==> config.mk <==
export PLATFORM = sky130hd
export DESIGN_NAME = dut_top
export DESIGN_NICKNAME = d
export VERILOG_FILES = /design/src/rtl/dut_top.sv
export SDC_FILE = /design/constraint.sdc
export NUM_CORES = 1
export LEC_CHECK = 0
export ABC_AREA = 1
export CORE_AREA = 8 8 159 161
export CTS_BUF_LIST = sky130_fd_sc_hd__clkbuf_8 sky130_fd_sc_hd__clkbuf_16
export DETAILED_ROUTE_END_ITERATION = 10
export DIE_AREA = 0 0 167 169
export PLACE_DENSITY = 0.68
export SYNTH_ARGS = -nofsm -noshare
export SYNTH_HDL_FRONTEND = slang
export SYNTH_SLANG_ARGS = --single-unit
==> constraint.sdc <==
create_clock -name clk -period 3 [get_ports clk]
set_input_delay 0.9 -clock clk [delete_from_list [all_inputs] [get_ports clk]]
set_output_delay 0.9 -clock clk [all_outputs]
set_load 0.05 [all_outputs]
==> src/rtl/dut_top.sv <==
// 4x4 crossbar switch: per-output round-robin arbiter feeding a FIFO of {source index, payload}.
// Each output port is one xbar_oport instance; the top only routes requests and fans grants back.

module xbar_oport #(
   parameter int DATA_W     = 8,
   parameter int FIFO_DEPTH = 4
) (
   input  logic                   clk,
   input  logic                   reset,
   input  logic [3:0]             req_i,
   input  logic [3:0][DATA_W-1:0] data_i,
   input  logic                   rcv_rdy_i,
   output logic [3:0]             gnt_o,
   output logic                   valid_o,
   output logic [1:0]             src_o,
   output logic [DATA_W-1:0]      data_o
);
   localparam int PW = (FIFO_DEPTH > 1) ? $clog2(FIFO_DEPTH) : 1;
   localparam int CW = PW + 1;

   typedef struct packed {
      logic [1:0]        src;
      logic [DATA_W-1:0] data;
   } entry_t;

   entry_t          mem_q [FIFO_DEPTH];
   logic [PW-1:0]   wr_ptr_q, rd_ptr_q;
   logic [CW-1:0]   cnt_q;
   logic [1:0]      last_q;
   logic [1:0]      win;
   logic [1:0]      cand;
   logic            found;
   logic            full, empty, push, pop;

   assign full  = (cnt_q == CW'(FIFO_DEPTH));
   assign empty = (cnt_q == '0);

   // Fullness uses the registered count, so a same-cycle pop never admits a grant.
   always_comb begin
      gnt_o = '0;
      win   = '0;
      found = 1'b0;
      cand  = '0;
      for (int k = 1; k <= 4; k++) begin
         cand = last_q + 2'(k);
         if (!found && req_i[cand]) begin
            found = 1'b1;
            win   = cand;
         end
      end
      if (found && !full && !reset)
         gnt_o[win] = 1'b1;
   end

   assign push = |gnt_o;
   assign pop  = !empty && rcv_rdy_i;

   always_ff @(posedge clk) begin
      if (reset) begin
         wr_ptr_q <= '0;
         rd_ptr_q <= '0;
         cnt_q    <= '0;
         last_q   <= 2'd3;
      end else begin
         if (push) begin
            mem_q[wr_ptr_q] <= '{src: win, data: data_i[win]};
            wr_ptr_q        <= wr_ptr_q + 1'b1;
            last_q          <= win;
         end
         if (pop)
            rd_ptr_q <= rd_ptr_q + 1'b1;
         cnt_q <= cnt_q + CW'(push) - CW'(pop);
      end
   end

   assign valid_o = !empty;
   assign src_o   = empty ? 2'd0 : mem_q[rd_ptr_q].src;
   assign data_o  = empty ? '0 : mem_q[rd_ptr_q].data;
endmodule

module dut_top #(
   parameter int DATA_W     = 8,
   parameter int FIFO_DEPTH = 4
) (
   input  logic              clk,
   input  logic              reset,
   input  logic              valid_in_0,
   input  logic              valid_in_1,
   input  logic              valid_in_2,
   input  logic              valid_in_3,
   input  logic [1:0]        addr_in_0,
   input  logic [1:0]        addr_in_1,
   input  logic [1:0]        addr_in_2,
   input  logic [1:0]        addr_in_3,
   input  logic [DATA_W-1:0] data_in_0,
   input  logic [DATA_W-1:0] data_in_1,
   input  logic [DATA_W-1:0] data_in_2,
   input  logic [DATA_W-1:0] data_in_3,
   output logic              data_rd_0,
   output logic              data_rd_1,
   output logic              data_rd_2,
   output logic              data_rd_3,
   output logic              valid_out_0,
   output logic              valid_out_1,
   output logic              valid_out_2,
   output logic              valid_out_3,
   output logic [1:0]        addr_out_0,
   output logic [1:0]        addr_out_1,
   output logic [1:0]        addr_out_2,
   output logic [1:0]        addr_out_3,
   output logic [DATA_W-1:0] data_out_0,
   output logic [DATA_W-1:0] data_out_1,
   output logic [DATA_W-1:0] data_out_2,
   output logic [DATA_W-1:0] data_out_3,
   input  logic              rcv_rdy_0,
   input  logic              rcv_rdy_1,
   input  logic              rcv_rdy_2,
   input  logic              rcv_rdy_3
);
   logic [3:0]             vin, drd, vout, rdy;
   logic [3:0][1:0]        ain, aout;
   logic [3:0][DATA_W-1:0] din, dout;
   logic [3:0][3:0]        req, gnt;   // [output][input]

   assign vin = {valid_in_3, valid_in_2, valid_in_1, valid_in_0};
   assign ain = {addr_in_3, addr_in_2, addr_in_1, addr_in_0};
   assign din = {data_in_3, data_in_2, data_in_1, data_in_0};
   assign rdy = {rcv_rdy_3, rcv_rdy_2, rcv_rdy_1, rcv_rdy_0};

   always_comb begin
      req = '0;
      drd = '0;
      for (int j = 0; j < 4; j++)
         for (int i = 0; i < 4; i++) begin
            req[j][i] = vin[i] && (ain[i] == 2'(j));
            drd[i]    = drd[i] | gnt[j][i];
         end
   end

   for (genvar j = 0; j < 4; j++) begin : g_oport
      xbar_oport #(.DATA_W(DATA_W), .FIFO_DEPTH(FIFO_DEPTH)) u_oport (
         .clk      (clk),
         .reset    (reset),
         .req_i    (req[j]),
         .data_i   (din),
         .rcv_rdy_i(rdy[j]),
         .gnt_o    (gnt[j]),
         .valid_o  (vout[j]),
         .src_o    (aout[j]),
         .data_o   (dout[j])
      );
   end

   assign {data_rd_3, data_rd_2, data_rd_1, data_rd_0}         = drd;
   assign {valid_out_3, valid_out_2, valid_out_1, valid_out_0} = vout;
   assign {addr_out_3, addr_out_2, addr_out_1, addr_out_0}     = aout;
   assign {data_out_3, data_out_2, data_out_1, data_out_0}     = dout;
endmodule

Word level (Yosys, flattened, before mapping):

Memory sizes are Yosys's and may differ from the RTL's. A register that Yosys moved wholly into a read port is not among the register bits.
Cells that the tools add are included.
W data, S select, Z words.

* flip-flop bits (word level): 36
* memory bits (writable): 160
* output and inout bits: 48
* logic and storage cells: 289
* memories: 4

* add/sub/neg operators: 28
* $lt $le $gt $ge: 24
* equal/unequal tests: 16
* muxes and demuxes: 112
* bitwise logic cells: 12
* reduce and logical (&&, ||, !) cells: 77

Memory list
* g_oport[0].u_oport.mem_q: words 4, bits a word 10, read ports 1, clocked after memory_dff 1, wr ports 1, line 26 `entry_t mem_q [FIFO_DEPTH];`
* g_oport[1].u_oport.mem_q: words 4, bits a word 10, read ports 1, clocked after memory_dff 1, wr ports 1, line 26
* g_oport[2].u_oport.mem_q: words 4, bits a word 10, read ports 1, clocked after memory_dff 1, wr ports 1, line 26
* g_oport[3].u_oport.mem_q: words 4, bits a word 10, read ports 1, clocked after memory_dff 1, wr ports 1, line 26

Operators with widths (number)
* $bmux W8 S2: 4
* $mux W8: 8
* $lt A2 B3 Y1 const B: 20
* $mux W2: 28
* $mux W1: 48
* $logic_and A1 B1 Y1: 44
* $bmux W1 S2: 16
* $add A2 B1 Y2 const B: 12
* $logic_not A1 Y1: 21
* $add A2 B2 Y2 const B: 8
* $eq A2 B2 Y1 const B: 8
* $mux W4: 4
* $reduce_or A4 Y1: 4
* $add A3 B1 Y3: 4
* $eq A3 B3 Y1 const B: 4
* $logic_not A3 Y1: 4
* $or A1 B1 Y1: 12
* $sub A3 B1 Y3: 4
* $demux W1 S2: 4
* $eq A2 B1 Y1 const B: 4
* $ge A2 B1 Y1 const B: 4
* $logic_not A2 Y1: 4

Logic depth before layout (Yosys ltp):

Gate-level depths: netlist of run 1.

* word-level depth: 23
* depth in mapped cells: 16
* mapped depth without buffers: 15

Cells and area by module:

A second synthesis of run 1 with hierarchy kept.

* cells, all modules: 1338
* area total of the unflattened synthesis: 11498.5 µm²

Modules (own cells, without submodules)
* xbar_oport (g_oport[0].u_oport ...): times used 2, cells an instance 323, area an instance 2879.0 µm², sequential area each 1421.4 µm²
* xbar_oport (g_oport[3].u_oport): times used 1, cells an instance 325, area an instance 2791.4 µm², sequential area each 1421.4 µm²
* xbar_oport (g_oport[1].u_oport): times used 1, cells an instance 323, area an instance 2783.9 µm², sequential area each 1421.4 µm²
* dut_top: times used 1, cells an instance 44, area an instance 165.2 µm², sequential area each 0.0 µm²

Least setup slack after synthesis of run 1:

No wires, ideal clock.

* path type: in2out
* start: input port valid_in_1
* end: output port data_rd_3
* data arrival time: 2484 ps
* slack: -384 ps
* cell stages on the path: 12
* buffers on the path: 2
* path through: buf_2 -> nand3_1 -> nand2_1 -> nand2_1 -> nand2_1 -> nand2_1 -> nand3_1 -> nand2_2 -> nand2_4 -> buf_8 -> nand3_1 -> nand4_1

* elaborated cells on any way between the ends: 127
* those cells by class: order compare: 8; mux: 76; bitwise: 3; reduce/logical: 40

RTL lines
* start: declaration: line 88 `input logic valid_in_1,`
* $logic_and A1 B1 Y1 (*): line 135 `req[j][i] = vin[i] && (ain[i] == 2'(j));`
* $bmux W1 S2: line 46 `if (!found && req_i[cand]) begin`
* $mux W1 (not written as such): line 46
* $mux W1: line 46
* $logic_not A1 Y1: line 46
* $logic_and A1 B1 Y1: line 46
* $mux W1: line 46
* $logic_not A1 Y1: line 46
* [4 not listed]
* $mux W2 (*): line 46
* named net g_oport[2].u_oport.win[0]: line 30 `logic [1:0] win;`
* $lt A2 B3 Y1 (not written as such) / $ge A2 B1 Y1 (equally long branches): line 52 `gnt_o[win] = 1'b1;`
* $logic_and A1 B1 Y1 (not written as such): line 52
* $mux W1 (not written as such): line 52
* $demux W1 S2 (*)
* $mux W4 (*): line 51 `if (found && !full && !reset)`
* $or A1 B1 Y1 (*) (2 in a row): line 136 `drd[i] = drd[i] | gnt[j][i];`
* end: declaration: line 102 `output logic data_rd_3,`

Mark *: on every way through the listed nets, which the timed path passes. The rest lies on a longest branch. The select of a mux whose other input is x is not followed.

Worst setup path after layout of run 1:

* start: input port valid_in_1
* end: output port data_rd_3

* cells in the longest elaborated chain, start to end: 21
* elaborated cells on any way between the ends: 127
* those cells by class: order compare: 8; mux: 76; bitwise: 3; reduce/logical: 40

RTL lines (line)
* $logic_and A1 B1 Y1: 135
* $bmux W1 S2: 46
* $mux W1 (not written as such): 46
* $mux W1: 46
* $logic_not A1 Y1: 46
* $logic_and A1 B1 Y1: 46
* $mux W1: 46
* $logic_not A1 Y1: 46
* [4 not listed]
* $mux W2: 46
* $lt A2 B3 Y1 (not written as such) / $ge A2 B1 Y1 (equally long branches): 52
* $logic_and A1 B1 Y1 (not written as such): 52
* $mux W1 (not written as such): 52
* $demux W1 S2
* $mux W4: 51
* $or A1 B1 Y1 (2 in a row): 136
* $or A1 B1 Y1 (*): 136

Every way passes the cells marked *; elsewhere a longest branch is shown, timed or not. The select of a mux whose other input is x is not followed.

==> flow_summary.json, run 1 <==
{
  "synth_area_leaders": "edfxtp_1 44%, nand2_1 9.0%, dfxtp_1 8.1%, nor2_1 7.5%, nand3_1 6.2%",
  "cts_tree": "built",
  "die_w_um": 167,
  "route.vias.total": 9466,
  "place.gp.congestion": 0.9048,
  "drt-total-wl_um": 29270,
  "root_buffer": "clkbuf_16",
  "worstPathRequired_ns": 2.10,
  "cp_slowest_stage_delay_ns": 0.21,
  "worst_skew_pair.late_latency_ns": 0.49,
  "synth_cell_type_count": 33,
  "io_pins": 98,
  "period_share_pct": 110.8,
  "grt_setup_unrepaired": "yes",
  "path_max_fanout": 7,
  "first_pass_iters": 5,
  "cts_buffers": 21,
  "core_mm2": 0.02291,
  "path_cells": "buf_2 -> nand3_2 -> nand2_1 -> nand2_2 -> nand2_1 -> o21ai_4 -> nand4_1 -> buf_4 -> inv_2 -> nor2_4 -> nand3_2 -> nand4_1 -> buf_12",
  "place_ws_ns": -0.9261,
  "critPathArrivalTime_ns": 2.42,
  "endpoint_kind": "output port",
  "portBuffers": 97,
  "fin_skew_ns": 0.01495,
  "rows": 56,
  "routed_wire_length_per_instance_um": 16.33,
  "max_freq_ghz": 0.3009,
  "syn-cell-area_mm2": 0.01093,
  "final_area_mm2": 0.01397,
  "grt_pass1_vias": 9008,
  "avgSynthCellArea_um2": 8.372,
  "clkTransAtPathRegs_ns": 0.06,
  "drt-initial-drc-count": 650,
  "holdBufCountCts": 0,
  "cts_buffer_depth": 3,
  "syn2layout_area_growth_pct": 27.77,
  "ys_ff_latch": 204,
  "setup_slack_ns": -0.3233,
  "die_y_um": 169,
  "violations": "negative setup slack",
  "seq_area_frac_synth_pct": 52.00,
  "ant_nets": 0,
  "syn-instance-count": 1306,
  "grt_pass1_wl_um": 46310,
  "synth_commonest_cells": "261 x nand2_1, 219 x nor2_1, 160 x edfxtp_1, 135 x nand3_1, 117 x inv_1",
  "drv_cap": 0,
  "slowest_stage": "buf_12",
  "initial_core_util_pct": 47.72,
  "min_period_ns": 3.323,
  "ys.flop_type": "edfxtp_1",
  "synth_enable_flop_cells": 160,
  "crit_type": "input port to output port",
  "antenna_found_initial": 4,
  "yosys_warnings": 0,
  "die-area_mm2": 0.02822,
  "status": "complete, but fails checks",
  "hold_path_class": "register to register",
  "syn-num-nets": 1384,
  "postSynth.asyncResetShare_pct": 0,
  "post-dp-hpwl_um": 20990,
  "synth_top_area_share_pct": 43.94,
  "ctsHtreeMaxLevel": 1,
  "yosysTopAreaCell": "edfxtp_1",
  "grt_util_all_layers_pct": 20.15,
  "drv_slew": 0,
  "slew_headroom_pct": 64.23,
  "cp-start-kind": "input port",
  "viasPerCell": 5.282,
  "grt_max_degree": 34,
  "setup_violations": 4,
  "synth_most_common_cell": "nand2_1",
  "fin_nets": 1565,
  "place_area_mm2": 0.01273,
  "grt-ovfl-total": 0,
  "fin_util_pct": 60.98,
  "whs_ns": 0.4677,
  "cts.sinks": 204,
  "tightest_slew_ns": 0.5359,
  "drc": 0,
  "finalHoldViolations": 0,
  "drive_above_1_share_pct": 25.07
}
layout by cell type (no fill, tap or decap), types with 24 or more instances in the layout:
cell | synthesis | final
nand2_2 | 19 | 50
ha_1 | 24 | 24
clkdlybuf4s50_1 | 0 | 37
edfxtp_1 | 160 | 160
a21oi_1 | 67 | 67
nor2_1 | 219 | 206
nand3_1 | 135 | 101
o21ai_0 | 110 | 109
dfxtp_1 | 44 | 40
buf_4 | 5 | 155
inv_1 | 117 | 107
nand2_1 | 261 | 224
nand3_2 | 2 | 32
repair_timing:
item                       in CTS  in global routing
setup endpoints to repair       6                 14
cloned                          0                  1
setup buffers                   9                  2
gates resized for setup       163                 24
pin swaps                      58                 18
kinds of logic after synthesis:
| logic type | Yosys count | share of synthesized area, % |
|---|---|---|
| AO/OA/AOI/OAI | 209 | 10.23 |
| XOR/XNOR | 8 | 0.8125 |
| adder cells (fa/ha/maj) | 28 | 3.479 |
| buffers and inverters | 187 | 7.426 |
| flip-flops | 204 | 52.00 |
| AND/OR/NAND/NOR | 670 | 26.06 |
layer usage:
layer  global-route usage (%)  vias to the layer above  routed length [um]
met5                        0                        -                  22
met4                    6.502                        4                 692
met3                    3.611                       50                1995
met2                    33.52                      320               13890
met1                    26.33                     4391               12670
li1                         -                     4701                   -
per-stage QoR:
step / std cells / setup TNS (ns)
finish: 1792 / -1.228
global route: 1792 / -1.555
CTS: 1787 / -1.150
detailed placement: 1742 / -87.15
global placement: 1742 / -75.36
floorplan: 1306 / -0.6177
area by class of cell:
class | count | area, um2
inverters | 130 | 498.0
repair inverters | 1 | 7.507
flip-flops and latches | 204 | 5693
well taps | 290 | 362.8
clock inverters | 15 | 183.9
fillers | 1922 | 8941
repair buffers | 214 | 1813
clock buffers | 21 | 525.5
diodes | 2 | 5.005
multi-input cells | 915 | 4882
path summary, 6_finish.rpt:
check / from / to / slack, ns / cells after the start
worst max-delay path: valid_in_1 / data_rd_3 / -0.32 / 13
worst min-delay path: g_oport[0].u_oport.rd_ptr_q[1]$_SDFFE_PP0P_ / g_oport[0].u_oport.rd_ptr_q[1]$_SDFFE_PP0P_ / 0.47 / 2
worst max register to register: g_oport[0].u_oport.last_q[1]$_SDFFE_PP1N_ / g_oport[0].u_oport.cnt_q[2]$_SDFF_PP0_ / 0.46 / 15
worst min register to register: g_oport[0].u_oport.rd_ptr_q[1]$_SDFFE_PP0P_ / g_oport[0].u_oport.rd_ptr_q[1]$_SDFFE_PP0P_ / 0.47 / 2
sequential cells by signal (all words and copies together), names as in the netlist, named ones only:
signal / count
g_oport.u_oport.wr_ptr_q: 8
g_oport.u_oport.last_q: 8
g_oport.u_oport.rd_ptr_q: 8
g_oport.u_oport.cnt_q: 12
g_oport.u_oport.mem_q: 160
critical path: cells and delay by family:
family                 cells  cell delay, ns
AOI/OAI and AO/OA          1            0.09
buffers and inverters      4            0.62
and+or+nand+nor            8            0.81
Power of run 1 is left out: the tool's default activity adds up to more than one toggle a clock period on the data nets, which glitch-free logic cannot reach.
==> run 2: changes to the inputs <==
--- a/config.mk
+++ b/config.mk
@@ -8,9 +8,10 @@
 export ABC_AREA = 1
 export CORE_AREA = 8 8 159 161
 export CTS_BUF_LIST = sky130_fd_sc_hd__clkbuf_8 sky130_fd_sc_hd__clkbuf_16
+export CTS_CLUSTER_DIAMETER = 50
 export DETAILED_ROUTE_END_ITERATION = 10
 export DIE_AREA = 0 0 167 169
-export PLACE_DENSITY = 0.68
+export PLACE_DENSITY_LB_ADDON = 0.12
 export SYNTH_ARGS = -nofsm -noshare
 export SYNTH_HDL_FRONTEND = slang
 export SYNTH_SLANG_ARGS = --single-unit
==> run 2 against run 1 <==
Effect of this change:
- the run still ends with negative setup slack left
- global-route usage grew 0.77 points
- fmax grew 0.44%
- register-to-register slack lost 0.57 ns
- wire length grew 5.0%
- first-iteration DRC count shrank 14%
- sequential cell count is the same
- critical path depth grew 1
- final cell count grew 2.1%
- sequential share of layout area shrank 1.4 points
- die area is the same
- critical path type unchanged
- critical endpoint is now data_rd_1
==> flow_summary.json, run 2 (same netlist as run 1, synthesis figures left out) <==
{
  "crit_type": "input port to output port",
  "drv_cap": 0,
  "die_y_um": 169,
  "drt-initial-drc-count": 559,
  "syn2layout_area_growth_pct": 32.47,
  "fin_util_pct": 63.22,
  "path_max_fanout": 4,
  "slew_headroom_pct": 64.17,
  "core_mm2": 0.02291,
  "place_area_mm2": 0.01271,
  "final.setup.tns_ns": -12.68,
  "setup_slack_ns": -0.3089,
  "place.gp.congestion": 0.8540,
  "max_freq_ghz": 0.3022,
  "status": "complete, but fails checks",
  "post-dp-hpwl_um": 20820,
  "final_common_cell": "nor2_1",
  "viasPerCell": 5.281,
  "hold_path_class": "register to register",
  "drv_slew": 0,
  "route.vias.total": 9664,
  "finalHoldViolations": 0,
  "first_pass_iters": 5,
  "worst_skew_pair.late_latency_ns": 0.52,
  "endpoint_kind": "output port",
  "cts_tree": "built",
  "final_area_mm2": 0.01449,
  "holdBufCountCts": 0,
  "tightest_slew_ns": 0.5369,
  "drive_above_1_share_pct": 28.98,
  "grt-ovfl-total": 0,
  "die-area_mm2": 0.02822,
  "final_cells": 1830,
  "largest_register_ffs": 160,
  "fin_skew_ns": 0.03293,
  "dp_cells": 1734,
  "mostFrequentLayoutCells": "202 x nor2_1, 200 x nand2_1, 180 x buf_4",
  "ant_nets": 0,
  "antenna_found_initial": 1,
  "grt_pass1_vias": 9318,
  "ctsHtreeMaxLevel": 1,
  "drt-total-wl_um": 30730,
  "cts_buffer_depth": 3,
  "die_w_um": 167,
  "fin_nets": 1600,
  "initial_core_util_pct": 47.72,
  "cts_buffers": 24,
  "drc": 0,
  "grt_max_degree": 33,
  "setup_violations": 79,
  "min_period_ns": 3.309,
  "worstPathRequired_ns": 2.10,
  "violations": "negative setup slack",
  "grt_pass1_wl_um": 47830,
  "portBuffers": 97,
  "cp-start-kind": "input port",
  "rows": 56,
  "period_share_pct": 110.3,
  "io_pins": 98,
  "routed_wire_length_per_instance_um": 16.79,
  "grt_util_all_layers_pct": 20.92,
  "clkTransAtPathRegs_ns": 0.06,
  "regMostFlops": "g_oport.u_oport.mem_q",
  "fillCellCount": 1908,
  "grt_setup_unrepaired": "yes",
  "cts.sinks": 204,
  "root_buffer": "clkbuf_16",
  "reg_top3": "g_oport.u_oport.mem_q (160), g_oport.u_oport.cnt_q (12)",
  "critPathArrivalTime_ns": 2.41
}
## run 2: changes by cell type in the layout (fill, tap and decap cells not counted), sizes merged
cell,previous run,this run
inv,127,133
clkbuf,21,25
clkinv,12,11
bufinv,4,0
diode,2,1
clkinvlp,3,5
buf,177,209
## run 2: path summary, 6_finish.rpt
check | start | to | slack [ns] | cells after the start
min | g_oport[0].u_oport.rd_ptr_q[0]$_SDFFE_PP0P_ | register | 0.47 | 1
max | addr_in_1[1] | data_rd_1 | -0.31 | 14
min reg2reg | g_oport[0].u_oport.rd_ptr_q[0]$_SDFFE_PP0P_ | register | 0.47 | 1
max reg2reg | g_oport[2].u_oport.last_q[0]$_SDFFE_PP1N_ | g_oport[2].u_oport.mem_q[1][5]$_DFFE_PP_ | -0.11 | 20
## run 2: area by class of cell
| cell class | instances | area [um2] | share of cell area, % |
|---|---|---|---|
| Timing Repair inverter | 1 | 7.507 | 0.05183 |
| Antenna cell | 1 | 2.502 | 0.01728 |
| Inverter | 130 | 504.2 | 3.481 |
| Tap cell | 290 | 362.8 | 2.505 |
| Clock buffer | 25 | 614.3 | 4.241 |
| Multi-Input combinational cell | 915 | 5084 | 35.10 |
| Clock inverter | 18 | 103.9 | 0.7169 |
| Timing Repair Buffer | 246 | 2105 | 14.53 |
| Sequential cell | 204 | 5702 | 39.36 |
## run 2: through the flow
stage | setup slack [ns] | hold WS, ns
after detailed placement | -0.9151 | 0.4606
after floorplan | -0.3536 | 0.4362
final | -0.3089 | 0.4692
after global placement | -0.8600 | 0.4509
after global routing | -0.4058 | 0.4875
after CTS | -0.3274 | 0.4668
## run 2: repair_timing
action	CTS	global route
cloned	0	2
resized for setup	170	94
setup buffers	40	11
setup endpoints to repair	6	87
pin swaps	63	51
## run 2: layer usage
metal,track usage [%],wire length (um),share of wire [%]
met1,26.96,13460,44
met4,8.735,1113,3.6
met2,34.63,14280,46
met3,3.378,1858,6.0
met5,0,13,0.042
## run 2: critical path, cell delays in order
cell     delay, ns
buf_6         0.10
buf_6         0.11
nor2_4        0.12
nand3_2       0.09
nand2_2       0.10
inv_1         0.06
o21ai_2       0.20
nand3_1       0.14
nand2_2       0.14
nand3_2       0.10
nand2_2       0.08
inv_2         0.04
nand2_4       0.07
buf_12        0.14
Power of run 2 is left out for the same reason.
==> run 3: changes to the inputs <==
--- a/config.mk
+++ b/config.mk
@@ -6,11 +6,11 @@
 export NUM_CORES = 1
 export LEC_CHECK = 0
 export ABC_AREA = 1
-export CORE_AREA = 8 8 159 161
+export CORE_AREA = 2 2 153 155
 export CTS_BUF_LIST = sky130_fd_sc_hd__clkbuf_8 sky130_fd_sc_hd__clkbuf_16
 export CTS_CLUSTER_DIAMETER = 50
 export DETAILED_ROUTE_END_ITERATION = 10
-export DIE_AREA = 0 0 167 169
+export DIE_AREA = 0 0 155 157
 export PLACE_DENSITY_LB_ADDON = 0.12
 export SYNTH_ARGS = -nofsm -noshare
 export SYNTH_HDL_FRONTEND = slang
==> run 3 against run 2 <==
Effect of this change:
- the flow still finishes with violations (negative setup slack)
- register-to-register slack better by 0.21 ns
- die area down 14%
- non-clock buffer count down 15
- first-iteration DRC count up 62%
- wire length down 3.2%
- count of clock-buffer cells in the layout up 3
- sequential cell count unchanged
- critical endpoint is now data_rd_2
- highest routed layer is now met4
==> flow_summary.json, run 3 (same netlist as run 1, synthesis figures left out) <==
{
  "hold_depth": 2,
  "drv_cap": 0,
  "slowest_stage": "nand3_2",
  "grt_max_degree": 34,
  "grt_pass1_vias": 8969,
  "cp_slowest_stage_delay_ns": 0.19,
  "violations": "negative setup slack",
  "setup_violations": 4,
  "max_freq_ghz": 0.2990,
  "viasPerCell": 5.280,
  "holdBufCountCts": 0,
  "drive_above_1_share_pct": 29.25,
  "die-area_mm2": 0.02434,
  "tightest_slew_ns": 0.5527,
  "path_buf_inv": 5,
  "place.gp.congestion": 0.9339,
  "fin_skew_ns": 0.02729,
  "min_period_ns": 3.344,
  "cts.sinks": 204,
  "status": "complete, but fails checks",
  "worstPathRequired_ns": 2.10,
  "hold_path.startpoint": "g_oport[3].u_oport.rd_ptr_q[1]$_SDFFE_PP0P_",
  "routed_wire_length_per_instance_um": 16.42,
  "cp-start-kind": "input port",
  "largest_register_ffs": 160,
  "drc": 0,
  "ant_nets": 0,
  "die_w_um": 155,
  "post-dp-hpwl_um": 20270,
  "initial_core_util_pct": 48.59,
  "ff2ff_path_depth": 18,
  "grt_setup_unrepaired": "yes",
  "final_area_mm2": 0.01455,
  "clkTransAtPathRegs_ns": 0.05,
  "io_pins": 98,
  "cts_tree": "built",
  "fillCellCount": 1814,
  "period_share_pct": 111.5,
  "whs_ns": 0.4614,
  "path_cells": "buf_8 -> buf_6 -> nor2_4 -> nand3_4 -> nand2_2 -> buf_4 -> nand4_1 -> nand3_2 -> nand3_1 -> nand2_1 -> inv_2 -> nand2_4 -> buf_8",
  "setup_slack_ns": -0.3442,
  "fin_nets": 1585,
  "worst_skew_pair.late_latency_ns": 0.52,
  "drt-initial-drc-count": 907,
  "critPathArrivalTime_ns": 2.44,
  "cts_buffer_depth": 3,
  "r2r-start": "g_oport[1].u_oport.last_q[0]$_SDFFE_PP1N_",
  "hold_path_class": "register to register",
  "grt_util_all_layers_pct": 23.92,
  "first_pass_iters": 5,
  "reg_top3": "g_oport.u_oport.mem_q (160), g_oport.u_oport.cnt_q (12)",
  "final_common_cell": "nand2_1",
  "fin_util_pct": 64.64,
  "rows": 55,
  "core_mm2": 0.02250,
  "endpoint_kind": "output port",
  "drv_slew": 0,
  "place_area_mm2": 0.01271,
  "grt-ovfl-total": 0,
  "grt_pass1_wl_um": 46040,
  "ctsHtreeMaxLevel": 1,
  "mostFrequentLayoutCells": "201 x nand2_1, 199 x nor2_1, 168 x buf_4",
  "root_buffer": "clkbuf_16",
  "final.setup.tns_ns": -1.319,
  "cp_common_cell": "buf_8",
  "cts_buffers": 24,
  "regMostFlops": "g_oport.u_oport.mem_q",
  "crit_type": "input port to output port",
  "critPathTopFamily": "simple AND/OR/NAND/NOR gates",
  "route.vias.total": 9567,
  "portBuffers": 97,
  "slew_headroom_pct": 63.11,
  "antenna_found_initial": 2,
  "die_y_um": 157,
  "finalHoldViolations": 0,
  "path_max_fanout": 4,
  "r2r_slack_ns": 0.10,
  "drt-total-wl_um": 29750,
  "reg2reg_to": "g_oport[1].u_oport.mem_q[2][2]$_DFFE_PP_",
  "syn2layout_area_growth_pct": 33.04
}
## run 3: cell count changes in the layout (fill, tap and decap cells not counted), sizes merged
cell and delta:
buf -17, clkbuf +5, clkinv +1, diode +1, inv -1, clkinvlp -2
## run 3: layout make-up
type	count	area (um2)	share of cell area (%)
Antenna cell	2	5.005	0.03441
Clock buffer	28	655.6	4.507
Clock inverter	16	108.9	0.7483
Inverter	130	511.7	3.518
Multi-Input combinational cell	915	5172	35.56
Sequential cell	204	5704	39.21
Tap cell	285	356.6	2.451
Timing Repair Buffer	231	2024	13.92
Timing Repair inverter	1	7.507	0.05161
## run 3: per-stage QoR
step / worst slack, ns / cells
after CTS: -0.2846 / 1798
after floorplan: -0.3536 / 1306
after detailed placement: -0.9265 / 1732
final: -0.3442 / 1812
after global routing: -0.4079 / 1810
after global placement: -0.8934 / 1732
## run 3: repair_timing
action | CTS | global route
pin swaps | 56 | 56
setup buffers | 21 | 13
setup endpoints to repair | 9 | 41
gates cloned | 1 | 2
resized for setup | 168 | 109
## run 3: routing by layer
layer	up-vias	part of all wire, %	track usage [%]	wire, um
met5	-	0	0	0
met4	0	2.2	6.041	665
met3	53	6.4	3.001	1908
met2	320	48	41.33	14400
met1	4445	43	32.13	12770
li1	4749	-	-	-
## run 3: worst max-delay path by stage
stage / start / endpoint / slack, ns / cells past startpoint
2_1_floorplan: valid_in_3 / data_rd_3 / -0.35 / 14
3_3_place_gp: addr_in_3[0] / data_rd_2 / -0.89 / 14
3_5_place_dp: addr_in_3[0] / data_rd_0 / -0.93 / 14
4_1_cts: addr_in_2[0] / data_rd_3 / -0.28 / 15
5_1_grt: addr_in_2[1] / data_rd_2 / -0.41 / 13
6_report: addr_in_2[1] / data_rd_2 / -0.34 / 13
## run 3: worst reg2reg max path: cells and delay by family, from the launching register on
| family | cells | cell delay, ns |
|---|---|---|
| buffers and inverters | 10 | 1.35 |
| AND/OR/NAND/NOR | 6 | 0.62 |
| flip-flops | 1 | 0.36 |
| XOR/XNOR | 1 | 0.23 |
| AO/OA/AOI/OAI | 1 | 0.08 |
Power of run 3 is left out for the same reason.
